**config.mk**
```make
export PLATFORM = sky130hd
export DESIGN_NAME = sm_step_ctrl
export DESIGN_NICKNAME = d
export VERILOG_FILES = /design/src/rtl/sm_step_ctrl.sv
export SDC_FILE = /design/constraint.sdc
export NUM_CORES = 1
export LEC_CHECK = 0
export ABC_AREA = 0
export BUFFER_PORTS_ARGS = -buffer_cell sky130_fd_sc_hd__buf_2
export CAP_MARGIN = 20
export CORE_ASPECT_RATIO = 0.75
export CORE_UTILIZATION = 53
export CTS_CLUSTER_SIZE = 16
export DETAILED_ROUTE_END_ITERATION = 7
export PLACE_DENSITY = 0.75
export SYNTH_ARGS = -nofsm -noshare
export SYNTH_HDL_FRONTEND = slang
export SYNTH_SLANG_ARGS = --single-unit
export TNS_END_PERCENT = 100
```
**constraint.sdc**
```tcl
create_clock -name clk -period 5.8 [get_ports clk]
set_clock_uncertainty 0.1 [all_clocks]
set_input_delay 0.87 -clock clk [delete_from_list [all_inputs] [get_ports clk]]
set_output_delay 0.87 -clock clk [all_outputs]
set_load 0.05 [all_outputs]
```
**src/rtl/sm_step_ctrl.sv**
```systemverilog
// sm_step_ctrl: turns periodic drv_step strobes into a commanded move on the
// STEP/DIR/ENABLE lines of a stepper driver IC. Guarantees DIR setup time
// before the first step and a fixed STEP high time, tracks absolute position,
// stops on the limit switch in the direction of travel and reports completion.
//
// Command handshake: move_start is a single-cycle strobe, honoured only while
// busy is low; there is no ready signal, a strobe arriving while busy is
// dropped. drv_step is a request strobe accepted only in WAIT_STEP; requests
// arriving in any other state are dropped, never queued.
module sm_step_ctrl #(
  parameter int POS_W     = 24,
  parameter int PULSE_W   = 5,
  parameter int DIR_SETUP = 10
) (
  input  logic             clk,
  input  logic             rst,
  input  logic             drv_step,
  input  logic             move_start,
  input  logic             move_dir,
  input  logic [POS_W-1:0] move_steps,
  input  logic             abort,
  input  logic             lim_fwd,
  input  logic             lim_rev,
  input  logic             home_zero,
  output logic             sm_step,
  output logic             sm_dir,
  output logic             sm_enable,
  output logic             busy,
  output logic             done,
  output logic             fault_limit,
  output logic             aborted,
  output logic [POS_W-1:0] position,
  output logic [POS_W-1:0] steps_left
);

  // One down-counter serves both the DIR setup hold and the STEP high time.
  localparam int CNT_MAX = (PULSE_W > DIR_SETUP) ? PULSE_W : DIR_SETUP;
  localparam int CNT_W   = $clog2(CNT_MAX + 1);

  typedef enum logic [1:0] {
    IDLE      = 2'd0,
    SETUP     = 2'd1,
    WAIT_STEP = 2'd2,
    STEP_HI   = 2'd3
  } state_t;

  // Visible to bound checkers as sm_step_ctrl.state.
  state_t           state;
  logic [CNT_W-1:0] cnt;
  logic             lim_hit;

  // Only the limit switch in the current direction of travel can stop a move.
  assign lim_hit = sm_dir ? lim_fwd : lim_rev;

  // Move sequencer; every output is a register written here.
  always_ff @(posedge clk) begin
    if (rst) begin
      state       <= IDLE;
      cnt         <= '0;
      sm_step     <= 1'b0;
      sm_dir      <= 1'b0;
      sm_enable   <= 1'b0;
      busy        <= 1'b0;
      done        <= 1'b0;
      fault_limit <= 1'b0;
      aborted     <= 1'b0;
      position    <= '0;
      steps_left  <= '0;
    end else begin
      done <= 1'b0;
      if (state != IDLE && abort) begin
        // Abort wins over everything, truncating any STEP pulse in flight.
        state     <= IDLE;
        sm_step   <= 1'b0;
        busy      <= 1'b0;
        sm_enable <= 1'b0;
        aborted   <= 1'b1;
      end else begin
        case (state)
          IDLE: begin
            if (home_zero) position <= '0;
            if (move_start) begin
              fault_limit <= 1'b0;
              aborted     <= 1'b0;
              if (move_steps != '0) begin
                steps_left <= move_steps;
                sm_dir     <= move_dir;
                busy       <= 1'b1;
                sm_enable  <= 1'b1;
                cnt        <= CNT_W'(DIR_SETUP - 1);
                state      <= SETUP;
              end else begin
                done <= 1'b1;
              end
            end
          end
          SETUP: begin
            if (cnt == '0) state <= WAIT_STEP;
            else           cnt   <= cnt - 1'b1;
          end
          WAIT_STEP: begin
            if (drv_step) begin
              if (lim_hit) begin
                fault_limit <= 1'b1;
                done        <= 1'b1;
                busy        <= 1'b0;
                sm_enable   <= 1'b0;
                state       <= IDLE;
              end else begin
                sm_step  <= 1'b1;
                position <= sm_dir ? position + 1'b1 : position - 1'b1;
                // Nonzero on entry to every WAIT_STEP, so this cannot wrap.
                if (steps_left != '0) steps_left <= steps_left - 1'b1;
                cnt      <= CNT_W'(PULSE_W - 1);
                state    <= STEP_HI;
              end
            end
          end
          STEP_HI: begin
            if (cnt == '0) begin
              sm_step <= 1'b0;
              if (steps_left == '0) begin
                done      <= 1'b1;
                busy      <= 1'b0;
                sm_enable <= 1'b0;
                state     <= IDLE;
              end else begin
                state <= WAIT_STEP;
              end
            end else begin
              cnt <= cnt - 1'b1;
            end
          end
          default: state <= IDLE;
        endcase
      end
    end
  end

endmodule
```
==> results of run 1 <==
## sequential cells by signal (all words and copies together), names as in the netlist
name / count
done: 1
sm_step: 1
fault_limit: 1
position: 24
busy: 1
cnt: 4
state: 2
aborted: 1
sm_dir: 1
steps_left: 24
## stage by stage
step / power, mW / instances
global placement: 1.21 / 728
floorplan: 1.07 / 569
global route: 1.68 / 744
CTS: 1.57 / 743
finish: 1.58 / 744
detailed placement: 1.22 / 728
## layer usage
layer  vias up  part of all wire [%]
met5         -                     0
met4         0                   1.0
met3        12                   9.7
met2       212                    41
met1      2099                    49
li1       2236                     -
## tightest hold or removal path: cells and delay by family, from the launching register on
family / cells / cell delay [ps]
flops: 1 / 320
compound gates: 1 / 60
simple gates: 1 / 50
## cells by family (layout without fill, tap and decap cells)
kind of cell	count (synthesis)	in the layout
simple gates	221	221
compound gates	199	199
flops	60	60
buf+inv	45	119
fa+ha+maj	25	25
xor+xnor	16	16
mux	3	3
## report_power, final
group          internal [mW]  switching (mW)  leakage (nW)
logic                  0.230           0.495          1.60
clock network          0.175           0.167        0.0893
registers              0.454          0.0583         0.489
## area by class of cell
class	count	area [um2]
inverters	15	56.3
clock buffers	13	159
fillers	715	2690
well taps	101	126
repair buffers	89	458
clock inverters	2	10.0
multi-input cells	464	2800
flip-flops and latches	60	1200
## layout by cell type, fill, tap and decap left out, types with 3 or more instances in the layout
master | synthesis | final
buf_2 | 6 | 87
nor2_1 | 70 | 70
dfxtp_1 | 60 | 60
nand2_1 | 58 | 58
a21oi_1 | 58 | 58
o21ai_0 | 57 | 57
ha_1 | 24 | 24
a22oi_1 | 22 | 22
nor3_1 | 20 | 20
inv_1 | 15 | 15
nand3_1 | 14 | 14
clkbuf_8 | 0 | 11
xnor2_1 | 9 | 9
nor2b_1 | 9 | 9
nor4_1 | 9 | 9
nand4_1 | 7 | 7
a21o_1 | 7 | 7
or3_1 | 7 | 7
a31oi_1 | 7 | 7
xor2_1 | 7 | 7
o21a_1 | 6 | 6
nand2b_1 | 6 | 6
a211oi_1 | 6 | 6
o211ai_1 | 5 | 5
o21bai_1 | 4 | 4
or4_1 | 4 | 4
o41ai_1 | 4 | 4
nand3b_1 | 3 | 3
## how the worst min path moves through the flow
stage / from / endpoint / slack [ps] / depth (start not counted)
4_1_cts: position[17]$_SDFFE_PP0P_ / position[17]$_SDFFE_PP0P_ / 380 / 2
2_1_floorplan: cnt[3]$_SDFFE_PP0P_ / cnt[3]$_SDFFE_PP0P_ / 390 / 2
3_3_place_gp: position[16]$_SDFFE_PP0P_ / position[16]$_SDFFE_PP0P_ / 360 / 2
5_1_grt: position[21]$_SDFFE_PP0P_ / position[21]$_SDFFE_PP0P_ / 420 / 2
3_5_place_dp: position[17]$_SDFFE_PP0P_ / position[17]$_SDFFE_PP0P_ / 370 / 2
6_report: position[17]$_SDFFE_PP0P_ / position[17]$_SDFFE_PP0P_ / 370 / 2
==> out/results.tsv, run 1 <==
stage	metric	value	unit
route	# DRC	0	
placed_design	final estimated routing congestion in global placement	0.913	
clocking	setup bufs post-CTS	0	
timing	actual transition at the worst max-transition pin	999	ps
clocking	number of hold buffers added after cts	0	
floorplan	starting utilization of the core area	56.0	%
synthesis	EDFF count, synth	0	
cells_and_area	nets@finish	697	
synthesis	Synth area leaders	dfxtp_1, ha_1, a21oi_1, o21ai_0, nor2_1	
pwr	Leak Pwr	2.18	nW
cells_and_area	Antenna diodes	0	
clocking	maximum buffer depth of the clock tree	2	
setup_path	destination of the critical timing path	position[22]$_SDFFE_PP0P_	
synthesis	synthesized-area fraction occupied by ao, oa, aoi and oai cells	29.5	%
setup_path	launch point of the worst path	sm_dir$_SDFFE_PP0P_	
setup_path	Critical R2R Launch	sm_dir$_SDFFE_PP0P_	
placed_design	post-placement worst setup slack	2180	ps
synthesis	gate count after technology mapping	569	
timing	final critical-path required period	3640	ps
synthesis	adder-cell area share of the yosys netlist	7.63	%
setup_path	setup slack of the worst register-to-register path	2160	ps
global_routing	wire length of the first global-routing pass	19.9	mm
clocking	Clock transition at path regs	70	ps
setup_path	depth of the critical timing path with buffers and inverters included	9	
timing	Hold Violations, Final	0	
global_routing	total track usage	30.0	%
setup_path	Worst setup SP type	register	
floorplan	Die W	105	um
floorplan	I/O pin count	88	
setup_path	cell class contributing the biggest share of worst-path delay	compound AO/OA/AOI/OAI gates	
synthesis	count of yosys warnings during synthesis	0	
setup_path	count of buffer and inverter cells on the critical path	1	
timing	setup violation total in the final timing report	0	
synthesis	most area-hungry cell type in the Yosys netlist	dfxtp_1	
timing	worst-case setup margin in the final layout	2160	ps
pwr	peak supply drop	0.201	mV
global_routing	Global Route met1 Usage	45.4	%
cells_and_area	Synth-to-Final Area Change	14.7	%
global_routing	via count of the first global-routing pass	4013	
synthesis	average footprint of a synthesized cell	7.38	um2
clocking	TritonCTS clock tree	done	
route	detailed-route via count	4559	
timing	Pins Over Slew Limit	0	
route	First DRT Iteration DRCs	398	
setup_path	data arrival time of the critical path	3790	ps
setup_path	cell repeated most along the worst path	o31a_1	
synthesis	largest family of logic cells by synthesized area	compound AO/OA/AOI/OAI gates	
route	average vias per placed instance	6.13	
clocking	latest clock arrival within the worst-skew pair	350	ps
setup_path	cell with the largest stage delay on the worst path	dfxtp_1	
route	Avg WL per Cell	16.5	um
run	max capacitance violation total	0	
clocking	# clock sinks	60	
placed_design	number of buffer cells added on primary ports	87	
timing	unrepaired setup endpoints after global routing	no	
synthesis	asr flop ratio synth	0	%
clocking	number of levels the H-tree was split into	3	
setup_path	critical path cell sequence	inv_1, ha_1, nor2b_1, o31a_1, o31a_1, a221oi_2, a21oi_1, or3_1, a32o_1	
placed_design	instance area after placement	0.00463	mm2
floorplan	total die area	0.00828	mm2
synthesis	leading cell types by count after synthesis	nor2_1, dfxtp_1, a21oi_1, nand2_1, o21ai_0	
synthesis	number of different library cells in the post-synthesis netlist	59	
global_routing	Congestion Overflow GR	0	
clocking	post-cts gate resize count	0	
global_routing	met2 track demand over resource	42.4	%
cells_and_area	layout cell share with drive strength beyond 1	17.7	%
timing	Highest Clock Rate	275	MHz
pwr	power density over the cells	328	mW/mm2
floorplan	die span in y	79.1	um
clocking	root buffer selected by CTS	clkbuf_8	
timing	worst slew margin relative to its limit	33.3	%
setup_path	Critical Setup Path Class	reg -> reg	
global_routing	met3 demand-to-capacity share in global routing	6.32	%
floorplan	Cell Rows	27	
setup_path	worst reg2reg endpoint	position[22]$_SDFFE_PP0P_	
floorplan	CORE AREA	0.00750	mm2
setup_path	required time reported for the critical path endpoint	5940	ps
synthesis	fraction of synthesized area in multiplexers	0.745	%
setup_path	kind of end point of the critical path	register	
synthesis	post-synthesis register bit count	60	
cells_and_area	Layout Cell Area excl Fill	0.00481	mm2
global_routing	initial antenna violation count	0	
clocking	total CTS buffers	9	
placed_design	HPWL after detailed placement	8.68	mm
cells_and_area	post-layout util	64.2	%
route	wire length after detailed routing	12.3	mm
synthesis	simple-gate area share of the yosys netlist	25.6	%
synthesis	Synth Net Count	627	
timing	final setup TNS	0	ps
synthesis	Seq/Total Area, Yosys	28.6	%
route	Antenna Violating Nets Remaining	0	
timing	worst hold slack across all endpoints	373	ps
run_status	run status	finished, final reports clean	
setup_path	top fanout value on the critical path	22	
synthesis	combined area of all synthesized cells	0.00420	mm2
route	Pre-Repair DR Iteration Count	5	
global_routing	global-route layer with the greatest usage	met1	
timing	share of the clock period used by the worst path after layout	62.8	%
synthesis	post-synth top area share	28.6	%
setup_path	r2r worst-path depth	9	
setup_path	CP peak stage delay	560	ps
synthesis	xor-xnor portion of the synthesized cell area	3.34	%
global_routing	largest net degree at the start of global routing	63	
synthesis	primary flip-flop cell chosen by synthesis mapping	dfxtp_1	
hold_path	type of the worst min-delay path	reg -> reg	
synthesis	most common cell in the synthesized netlist	nor2_1	
Note: power is estimated with default switching activity, not from simulation.
==> run 2, diff against run 1 <==
==> constraint.sdc (replaced) <==
create_clock -name clk -period 3.6 [get_ports clk]
set_clock_uncertainty 0.1 [all_clocks]
set_input_delay 0.54 -clock clk [delete_from_list [all_inputs] [get_ports clk]]
set_output_delay 0.54 -clock clk [all_outputs]
set_load 0.05 [all_outputs]
==> out/results.tsv, run 2 (synthesis gave the netlist of run 1 again) <==
stage	metric	value	unit
placed_design	final estimated routing congestion in global placement	0.933	
floorplan	Cell Rows	27	
cells_and_area	largest registers in the final layout	position (24), steps_left (24), cnt (4)	
global_routing	largest net degree at the start of global routing	35	
floorplan	CORE AREA	0.00750	mm2
clocking	setup bufs post-CTS	0	
global_routing	via count of the first global-routing pass	3968	
clocking	TritonCTS clock tree	done	
floorplan	die span in y	79.1	um
global_routing	wire length of the first global-routing pass	19.8	mm
placed_design	post-placement worst setup slack	477	ps
run	max capacitance violation total	0	
route	Avg WL per Cell	16.7	um
placed_design	HPWL after detailed placement	9.27	mm
floorplan	total die area	0.00828	mm2
pwr	Leak Pwr	2.23	nW
timing	Hold Violations, Final	0	
timing	share of the clock period used by the worst path after layout	88.5	%
clocking	root buffer selected by CTS	clkbuf_8	
clocking	latest clock arrival within the worst-skew pair	350	ps
timing	final critical-path required period	3180	ps
timing	Highest Clock Rate	314	MHz
timing	Pins Over Slew Limit	0	
pwr	peak supply drop	0.411	mV
setup_path	kind of end point of the critical path	register	
floorplan	Die W	105	um
route	# DRC	0	
route	Antenna Violating Nets Remaining	0	
pwr	Gate power share	46.3	%
global_routing	total track usage	30.3	%
setup_path	Worst setup SP type	register	
route	average vias per placed instance	6.16	
global_routing	initial antenna violation count	0	
timing	unrepaired setup endpoints after global routing	no	
clocking	Clock transition at path regs	60	ps
clocking	number of levels the H-tree was split into	3	
clocking	maximum buffer depth of the clock tree	2	
route	Pre-Repair DR Iteration Count	5	
cells_and_area	commonest cells after routing, fill and taps aside	buf_2, nor2_1, dfxtp_1	
cells_and_area	layout cell share with drive strength beyond 1	18.7	%
cells_and_area	commonest non-fill, non-tap cell in the layout	buf_2	
timing	actual transition at the worst max-transition pin	927	ps
clocking	number of hold buffers added after cts	0	
clocking	total CTS buffers	9	
route	First DRT Iteration DRCs	357	
timing	worst-case setup margin in the final layout	416	ps
pwr	switching share of power	44.7	%
timing	worst slew margin relative to its limit	37.8	%
hold_path	Hold Path Stages	2	
route	detailed-route via count	4636	
setup_path	r2r worst-path depth	10	
hold_path	type of the worst min-delay path	in -> reg	
clocking	post-cts gate resize count	0	
cells_and_area	Antenna diodes	0	
cells_and_area	nets@finish	706	
pwr	clock network fraction of design power	22.1	%
clocking	# clock sinks	60	
pwr	power density over the cells	530	mW/mm2
setup_path	data arrival time of the critical path	3360	ps
setup_path	required time reported for the critical path endpoint	3770	ps
floorplan	I/O pin count	88	
setup_path	top fanout value on the critical path	16	
cells_and_area	Synth-to-Final Area Change	16.7	%
route	wire length after detailed routing	12.5	mm
pwr	switching power total	1.16	mW
timing	final setup TNS	0	ps
pwr	Internal Power	1.44	mW
pwr	portion of total power attributed to sequential cells	31.6	%
placed_design	number of buffer cells added on primary ports	87	
setup_path	Critical Setup Path Class	reg -> reg	
run_status	run status	finished, final reports clean	
global_routing	Congestion Overflow GR	0	
timing	setup violation total in the final timing report	0	
floorplan	starting utilization of the core area	56.0	%
==> run 2: cell count changes in the layout (fill, tap and decap cells not counted), sizes merged <==
cell / change
clkbuf: -2
bufinv: +1
buf: +9
==> run 2: area by class of cell <==
| class | count | area, um2 |
|---|---|---|
| Clock buffer | 11 | 131 |
| Sequential cell | 60 | 1200 |
| Tap cell | 101 | 126 |
| Fill cell | 700 | 2600 |
| Multi-Input combinational cell | 464 | 2800 |
| Clock inverter | 3 | 40.0 |
| Inverter | 15 | 56.3 |
| Timing Repair Buffer | 98 | 538 |
==> run 2: metal layers <==
layer  wire (um)  track usage (%)
met2        5120             43.0
met4         115             8.87
met1        6260             45.1
met5           0                0
met3        1050             7.06
==> run 2: critical path: stages (launching register included) <==
cell and delay (ps):
dfxtp_1 310, inv_1 450, buf_4 270, ha_1 310, a21oi_1 230, o21ai_0 120
a211o_1 260, a221o_1 330, or3_1 370, a211o_1 300, o21ai_0 80
==> run 2: path summary, 6_finish.rpt <==
path,from,endpoint,slack [ps]
worst max-delay path,sm_dir$_SDFFE_PP0P_,position[23]$_SDFFE_PP0P_,420
worst min-delay path,move_start,fault_limit$_SDFFE_PP0P_,300
worst max register to register,sm_dir$_SDFFE_PP0P_,position[23]$_SDFFE_PP0P_,420
worst min register to register,position[14]$_SDFFE_PP0P_,position[14]$_SDFFE_PP0P_,380
==> run 2: power groups by stage <==
stage          Combinational, mW  Clock, mW  Sequential (mW)
6_report                    1.20      0.573            0.820
5_1_grt                     1.32      0.613            0.829
4_1_cts                     1.19      0.583            0.816
3_5_place_dp                1.18          0            0.830
3_3_place_gp                1.14          0            0.827
2_1_floorplan              0.738          0            0.982
==> run 2: metrics by stage <==
step / power [mW] / util [%] / std cells / cell area, um2 / hold WS (ps)
after floorplan: 1.72 / - / 569 / 4200 / 392
after global placement: 1.97 / 62.6 / 737 / 4700 / 365
after detailed placement: 2.01 / 63.0 / 738 / 4730 / 374
after CTS: 2.59 / 65.3 / 752 / 4900 / 293
after global routing: 2.76 / 65.3 / 752 / 4900 / 308
final: 2.60 / 65.3 / 752 / 4900 / 301
